$ cat config.mk
export PLATFORM = sky130hd
export DESIGN_NAME = key_debounce
export DESIGN_NICKNAME = d
export VERILOG_FILES = /design/src/rtl/key_debounce_pkg.sv /design/src/rtl/key_debounce_ch.sv /design/src/rtl/key_debounce.sv
export SDC_FILE = /design/constraint.sdc
export NUM_CORES = 1
export LEC_CHECK = 0
export CAP_MARGIN = 0
export CORE_UTILIZATION = 48
export DETAILED_ROUTE_END_ITERATION = 6
export GPL_TIMING_DRIVEN = 0
export PLACE_DENSITY = 0.71
export SLEW_MARGIN = 30
export SYNTH_ARGS = -nofsm -noshare
export SYNTH_HDL_FRONTEND = slang
export SYNTH_SLANG_ARGS = --single-unit
export TNS_END_PERCENT = 100
$ cat constraint.sdc
create_clock -name clk -period 2.8 [get_ports clk]
set_clock_uncertainty 0.05 [all_clocks]
set_input_delay 0.42 -clock clk [delete_from_list [all_inputs] [get_ports clk]]
set_output_delay 0.42 -clock clk [all_outputs]
set_load 0.02 [all_outputs]
$ cat src/rtl/key_debounce_pkg.sv
// Shared types and key index constants for the push-button debounce front end.
package key_debounce_pkg;

    typedef enum logic [1:0] {
        IDLE         = 2'd0,
        PRESS_WAIT   = 2'd1,
        PRESSED      = 2'd2,
        RELEASE_WAIT = 2'd3
    } key_state_e;

    localparam int KEY_IDX_RESET   = 0;
    localparam int KEY_IDX_START   = 1;
    localparam int KEY_IDX_DISPLAY = 2;

endpackage

$ cat src/rtl/key_debounce_ch.sv
// One key channel: 2-flop synchroniser, hold-time debounce FSM, press/release pulses.
// Auto-repeat while held is built only when KEY_REPEAT_EN is defined.
module key_debounce_ch
    import key_debounce_pkg::*;
#(
    parameter int DEBOUNCE_CYCLES = 1000000,
    parameter int REPEAT_DELAY    = 25000000,
    parameter int REPEAT_PERIOD   = 5000000
) (
    input  logic clk,
    input  logic reset,
    input  logic key_n,
    output logic key_level,
    output logic press_pulse,
    output logic release_pulse
);

    localparam int              CNT_W    = $clog2(DEBOUNCE_CYCLES);
    localparam logic [CNT_W-1:0] CNT_LAST = CNT_W'(DEBOUNCE_CYCLES - 1);

    // Illegal configurations show up as this block in the elaborated hierarchy.
    if (DEBOUNCE_CYCLES < 2 || REPEAT_PERIOD < 1 || REPEAT_PERIOD > REPEAT_DELAY) begin : g_illegal_params
    end

    logic             sync1_q, sync2_q;
    logic             pressed_s;
    key_state_e       state_q, state_d;
    logic [CNT_W-1:0] cnt_q, cnt_d;
    logic             level_q, level_d;
    logic             press_q, press_d;
    logic             release_q, release_d;
    logic             repeat_fire;

    assign pressed_s = ~sync2_q;

    // State register; sync flops reset to the released level.
    always_ff @(posedge clk) begin
        // NOTE: non-blocking assignments keep every flop sampling pre-edge values.
        if (reset) begin
            sync1_q   <= 1'b1;
            sync2_q   <= 1'b1;
            state_q   <= IDLE;
            cnt_q     <= '0;
            level_q   <= 1'b0;
            press_q   <= 1'b0;
            release_q <= 1'b0;
        end else begin
            sync1_q   <= key_n;
            sync2_q   <= sync1_q;
            state_q   <= state_d;
            cnt_q     <= cnt_d;
            level_q   <= level_d;
            press_q   <= press_d;
            release_q <= release_d;
        end
    end

    always_comb begin
        // NOTE: defaults first so no path leaves a variable unassigned (no latch).
        state_d = state_q;
        cnt_d   = cnt_q;
        unique case (state_q)
            IDLE: begin
                if (pressed_s) begin
                    state_d = PRESS_WAIT;
                    cnt_d   = '0;
                end
            end
            PRESS_WAIT: begin
                if (!pressed_s) begin
                    state_d = IDLE;
                    cnt_d   = '0;
                end else if (cnt_q == CNT_LAST) begin
                    state_d = PRESSED;
                end else begin
                    cnt_d = cnt_q + CNT_W'(1);
                end
            end
            PRESSED: begin
                if (!pressed_s) begin
                    state_d = RELEASE_WAIT;
                    cnt_d   = '0;
                end
            end
            RELEASE_WAIT: begin
                if (pressed_s) begin
                    state_d = PRESSED;
                end else if (cnt_q == CNT_LAST) begin
                    state_d = IDLE;
                    cnt_d   = '0;
                end else begin
                    cnt_d = cnt_q + CNT_W'(1);
                end
            end
            default: begin
                state_d = IDLE;
                cnt_d   = '0;
            end
        endcase
    end

    always_comb begin
        level_d   = (state_d == PRESSED) || (state_d == RELEASE_WAIT);
        press_d   = ((state_q == PRESS_WAIT) && (state_d == PRESSED)) || repeat_fire;
        release_d = (state_q == RELEASE_WAIT) && (state_d == IDLE);
    end

`ifdef KEY_REPEAT_EN
    localparam int               HOLD_W      = $clog2(REPEAT_DELAY + 1);
    localparam logic [HOLD_W-1:0] HOLD_LAST   = HOLD_W'(REPEAT_DELAY - 1);
    localparam logic [HOLD_W-1:0] HOLD_RELOAD = HOLD_W'(REPEAT_DELAY - REPEAT_PERIOD);

    logic [HOLD_W-1:0] hold_q, hold_d;

    always_ff @(posedge clk) begin
        if (reset) begin
            hold_q <= '0;
        end else begin
            hold_q <= hold_d;
        end
    end

    // Held at zero outside PRESSED, so any entry (accept or bounce-back) restarts it.
    always_comb begin
        hold_d      = hold_q;
        repeat_fire = 1'b0;
        if (state_q != PRESSED) begin
            hold_d = '0;
        end else if (pressed_s) begin
            if (hold_q == HOLD_LAST) begin
                repeat_fire = 1'b1;
                hold_d      = HOLD_RELOAD;
            end else begin
                hold_d = hold_q + HOLD_W'(1);
            end
        end
    end
`else
    assign repeat_fire = 1'b0;
`endif

    assign key_level     = level_q;
    assign press_pulse   = press_q;
    assign release_pulse = release_q;

endmodule

$ cat src/rtl/key_debounce.sv
// Debounce front end for NUM_KEYS active-low push-buttons (one independent channel each).
// Define KEY_REPEAT_EN to add auto-repeat press pulses while a key is held.
module key_debounce
    import key_debounce_pkg::*;
#(
    parameter int NUM_KEYS        = 3,
    parameter int DEBOUNCE_CYCLES = 1000000,
    parameter int REPEAT_DELAY    = 25000000,
    parameter int REPEAT_PERIOD   = 5000000
) (
    input  logic                clk,
    input  logic                reset,
    input  logic [NUM_KEYS-1:0] key_n,
    output logic [NUM_KEYS-1:0] key_level,
    output logic [NUM_KEYS-1:0] press_pulse,
    output logic [NUM_KEYS-1:0] release_pulse
);

    for (genvar i = 0; i < NUM_KEYS; i++) begin : g_ch
        key_debounce_ch #(
            .DEBOUNCE_CYCLES (DEBOUNCE_CYCLES),
            .REPEAT_DELAY    (REPEAT_DELAY),
            .REPEAT_PERIOD   (REPEAT_PERIOD)
        ) u_ch (
            .clk           (clk),
            .reset         (reset),
            .key_n         (key_n[i]),
            .key_level     (key_level[i]),
            .press_pulse   (press_pulse[i]),
            .release_pulse (release_pulse[i])
        );
    end

endmodule

# After elaboration in Yosys (flattened, before gate mapping)

Index checks and enable logic that the tools add are counted.

$add $sub $neg: 3
Equality and inequality tests: 30
Muxes and demuxes: 42
Reductions and logical operators: 18

Operators with widths:

| kind                                                                    | number |
|---|---|
| 20-bit two-way mux                                                      | 18 |
| 20-bit case mux with 4 select lines                                     | 3 |
| 20-bit by 1-bit adder with 20-bit output, second input constant         | 3 |
| 20-bit equality test, second input constant                             | 3 |
| 2-bit two-way mux                                                       | 18 |
| 2-bit equality test, second input constant                              | 12 |
| 2-bit case mux with 4 select lines                                      | 3 |
| 2-bit logical NOT                                                       | 6 |
| 2-bit by 1-bit inequality test with 1-bit output, second input constant | 6 |
| 4-bit AND reduction                                                     | 3 |
| 3-bit by 2-bit inequality test with 1-bit output, second input constant | 3 |
| 2-bit by 1-bit equality test with 1-bit output, second input constant   | 3 |
| 1-bit logical AND                                                       | 6 |
| 2-bit inequality test, second input constant                            | 3 |
| 1-bit logical OR                                                        | 3 |

Flip-flop bits (word level): 81
Bits of input ports: 5
Output and inout port bits: 9

# Depth between registers and ports, before layout

Word-level depth: 6
Depth in mapped cells: 7

# Hierarchy

Synthesis repeated with hierarchy kept, for this count alone.

Cell total of the unflattened synthesis: 527
Area, all modules: 4404.2 um^2

By module, submodules not included:

| module                              | times used | cells each | area an instance (um^2) | seq. area each (um^2) |
|---|---|---|---|---|
| key_debounce_ch at g_ch[1].u_ch ... | 2          | 188        | 1529.0                  | 540.5 |
| key_debounce_ch at g_ch[0].u_ch     | 1          | 151        | 1346.3                  | 540.5 |

# Least setup slack after synthesis

OpenSTA, ideal clock, no wires.

Kind: register -> register
Start point: reg g_ch[0].u_ch.cnt_q[6]
End point: reg g_ch[0].u_ch.cnt_q[5]
Data arrival time: 2.171 ns
Path slack: 0.458 ns
Cell stages (with the launch flop): 7
Buffers on the path: 1
Period minus slack after synthesis: 2.342 ns
Cell sequence: dfxtp_1 buf_6 or4_1 or4_4 nor4b_4 nor3_2 mux2_4

Word-level cells in the longest chain between the ends: 4

RTL lines:

| what                                | line                                         | source |
|---|---|---|
| from (decl)                         | key_debounce_ch.sv:28                        | `logic [CNT_W-1:0] cnt_q, cnt_d;` |
| from (signal assigned)              | key_debounce_ch.sv:51                        | `cnt_q <= cnt_d;` |
| 20-bit equality test *              | key_debounce_ch.sv:73, key_debounce_ch.sv:88 |  |
| 20-bit two-way mux                  | key_debounce_ch.sv:88                        | `end else if (cnt_q == CNT_LAST) begin` |
| 20-bit two-way mux                  | key_debounce_ch.sv:86                        | `if (pressed_s) begin` |
| 20-bit case mux with 4 select lines | key_debounce_ch.sv:62                        | `unique case (state_q)` |

Every way passes the cells marked *; elsewhere a longest branch is shown, timed or not. The select of a mux whose other input is x is not followed.
A chain may end at the register's enable or synchronous reset.

# Worst setup path in the final report

Ends and elaborated chain as after synthesis.

==> qor.yml <==
cts_max_level: 3
critical_path.max_fanout: 10
critPathSlowestCell: "or4_4"
arrival_ns: 2.72
synth_top_area_share: 0.396
clockBufferDepth: 2
maxSlewViolCount: 0
io_pins: 14
r2r_start: "g_ch[0].u_ch.cnt_q[6]"
place.gp.congestion: 0.814
num_vias: 3680
finalSetupViolations: 0
cp_slowest_stage_delay_ns: 0.60
synthArstFlopShare: 0
n_fill_cell: 768
worstMarginPinSlew_ns: 0.818
post-cts-setup-buffers: 0
synth_area_leaders: "dfxtp_1 40%, nor2_1 5.4%, xor2_1 4.7%, nand4_1 4.1%, a21oi_1 3.7%"
hpwl_mm: 6.31
antenna_found_initial: 0
synth_enable_flop_cells: 0
slew_headroom: 0.449
drv_cap: 0
synth_cells: 493
worstSetupEndpoint: "g_ch[0].u_ch.cnt_q[5]"
routed_wl_mm: 8.96
met1_usage: 0.281
ys.flop_type: "dfxtp_1"
dieHeight_um: 94.4
nets: 524
grt_first_pass_wirelength_mm: 15.4
synth_common_cells: "81 x dfxtp_1, 59 x nor2_1, 38 x nand2_1, 30 x a21oi_1, 27 x nand4_1"
die_x_um: 94.4
busiest_layer: "met2"
power_density_mw_per_mm2: 461
grt_max_degree: 15
n_antenna_cell: 0
status: "finished clean"
startpoint: "g_ch[0].u_ch.cnt_q[6]"
reg2reg_slack_ns: 0.29
setup_tns_ns: 0
cts_buffers: 9
path_cells: "buf_6 -> or4_1 -> or4_4 -> nor4b_4 -> nor3_2 -> mux2_4"
die-area_mm2: 0.00890
drive_gt1_frac: 0.106
ys_seq_elements: 81
critical-path-top-delay-family: "simple AND/OR/NAND/NOR gates"
globalRouteTotalUtil: 0.216
cp-start-kind: "flip-flop"
rsz0062_at_grt: "false"
fmax_mhz: 399
r2r_cells: 6
cp.required_ns: 3.01
drt_pass1_iterations: 5
fin_crit_sh: 0.895
yosys_warnings: 0
first_iter_violations: 144
portBuffers: 12
fin_hold_ws_ns: 0.349
cp.buffers_inverters: 1
start_util: 0.498
cts-root-buf: "clkbuf_8"
syn2layout_area_growth_pct: 11.4
grt-ovfl-total: 0
vias_per_cell: 5.88
fin_area_mm2: 0.00456
cts_tree: "yes"
core-area_mm2: 0.00822
syn_area_mm2: 0.00409
syn_area_per_cell_um2: 8.30
timing.rr.end: "g_ch[0].u_ch.cnt_q[5]"
synth.distinct_cells: 63
cts-resized-gates: 0
clk_latency_ns: 0.36
cts.sinks: 81
endpoint_kind: "flip-flop"
fin_crit_ns: 2.51
wl_per_cell_um: 14.3
worstSetupPathType: "flip-flop to flip-flop"
grtUsageMet3: 0.0322
rows: 33
hold_buffers: 0
ys_seq_area_frac: 0.396
postPlaceCellArea_mm2: 0.00436
clkTransAtPathRegs_ns: 0.09
syn-num-nets: 501
crit_cells: 6
ir_drop_uv: 249
finalHoldViolations: 0
yosys.area.top_type: "dfxtp_1"
hp-class: "flip-flop to flip-flop"
leakagePower_nw: 1.58
use_met2: 0.355
grt_pass1_vias: 3400
drtAntennaViolNets: 0
synth_most_common_cell: "dfxtp_1"
route.detailed.drc: 0
[layout by cell type, fill, tap and decap left out, types with 8 or more instances in the layout]
master	Yosys	routed
nor3_1	8	8
clkbuf_1	14	15
nand4_1	27	27
clkbuf_8	0	9
and3_1	13	13
dfxtp_1	81	81
inv_1	14	14
a21oi_1	30	30
nand2_1	38	38
nor2_1	59	59
or2_2	9	9
clkdlybuf4s50_1	0	12
o21ai_0	18	18
buf_4	9	9
nand3_1	25	25
xor2_1	22	22
a31oi_1	14	14
[worst min path at each step]
stage,from,endpoint,slack (ns),depth (start not counted)
2_1_floorplan,g_ch[0].u_ch.sync1_q,g_ch[0].u_ch.sync2_q,0.34,1
3_5_place_dp,g_ch[0].u_ch.sync1_q,g_ch[0].u_ch.sync2_q,0.34,1
3_3_place_gp,g_ch[2].u_ch.sync1_q,g_ch[2].u_ch.sync2_q,0.34,1
6_report,g_ch[0].u_ch.sync1_q,g_ch[0].u_ch.sync2_q,0.35,1
4_1_cts,g_ch[0].u_ch.sync1_q,g_ch[0].u_ch.sync2_q,0.35,1
5_1_grt,g_ch[1].u_ch.sync1_q,g_ch[1].u_ch.sync2_q,0.37,1
[kinds of logic after synthesis]
kind of cell | count (synthesis) | share of synthesized area
flip-flops | 81 | 0.396
adder cells (fa/ha/maj) | 3 | 0.00917
buffers and inverters | 41 | 0.0486
multiplexers | 3 | 0.00886
AO/OA/AOI/OAI | 95 | 0.151
AND/OR/NAND/NOR | 244 | 0.331
XOR/XNOR | 26 | 0.0556
[state kept, by name, summed over array words and instances, names as in the netlist]
name                     count
g_ch.u_ch.cnt_q             60
g_ch.u_ch.key_level          3
g_ch.u_ch.press_pulse        3
g_ch.u_ch.release_pulse      3
g_ch.u_ch.state_q            6
g_ch.u_ch.sync1_q            3
g_ch.u_ch.sync2_q            3
[where the power goes]
part,switching [mW],total [mW],internal [mW]
sequential,0.00700,1.16,1.16
clock,0.444,0.860,0.415
combinational,0.0516,0.0772,0.0256
total,0.503,2.10,1.60
[cell type report]
type	count	area (um^2)	area share
sequential	81	1620	0.355
buffer	27	146	0.0321
clock inverter	6	67.6	0.0148
inverter	14	52.6	0.0115
tap	105	131	0.0288
multi-input combinational	371	2290	0.503
timing repair buffer	12	120	0.0263
clock buffer	10	128	0.0280
[per-stage QoR]
step / worst slack [ns] / utilization / power [mW] / std cells
final: 0.294 / 0.555 / 2.10 / 626
after global routing: 0.109 / 0.555 / 2.17 / 626
after CTS: 0.196 / 0.554 / 2.12 / 626
after detailed placement: 0.223 / 0.530 / 1.27 / 610
after global placement: 0.246 / 0.529 / 1.27 / 610
after floorplan: 0.458 / - / 1.24 / 493
[routing by layer]
metal | up-vias | routed length [um]
li1 | 1855 | -
met1 | 1747 | 4390
met2 | 68 | 4210
met3 | 10 | 247
met4 | 0 | 112
met5 | - | 0
(Power assumes the default switching activity.)
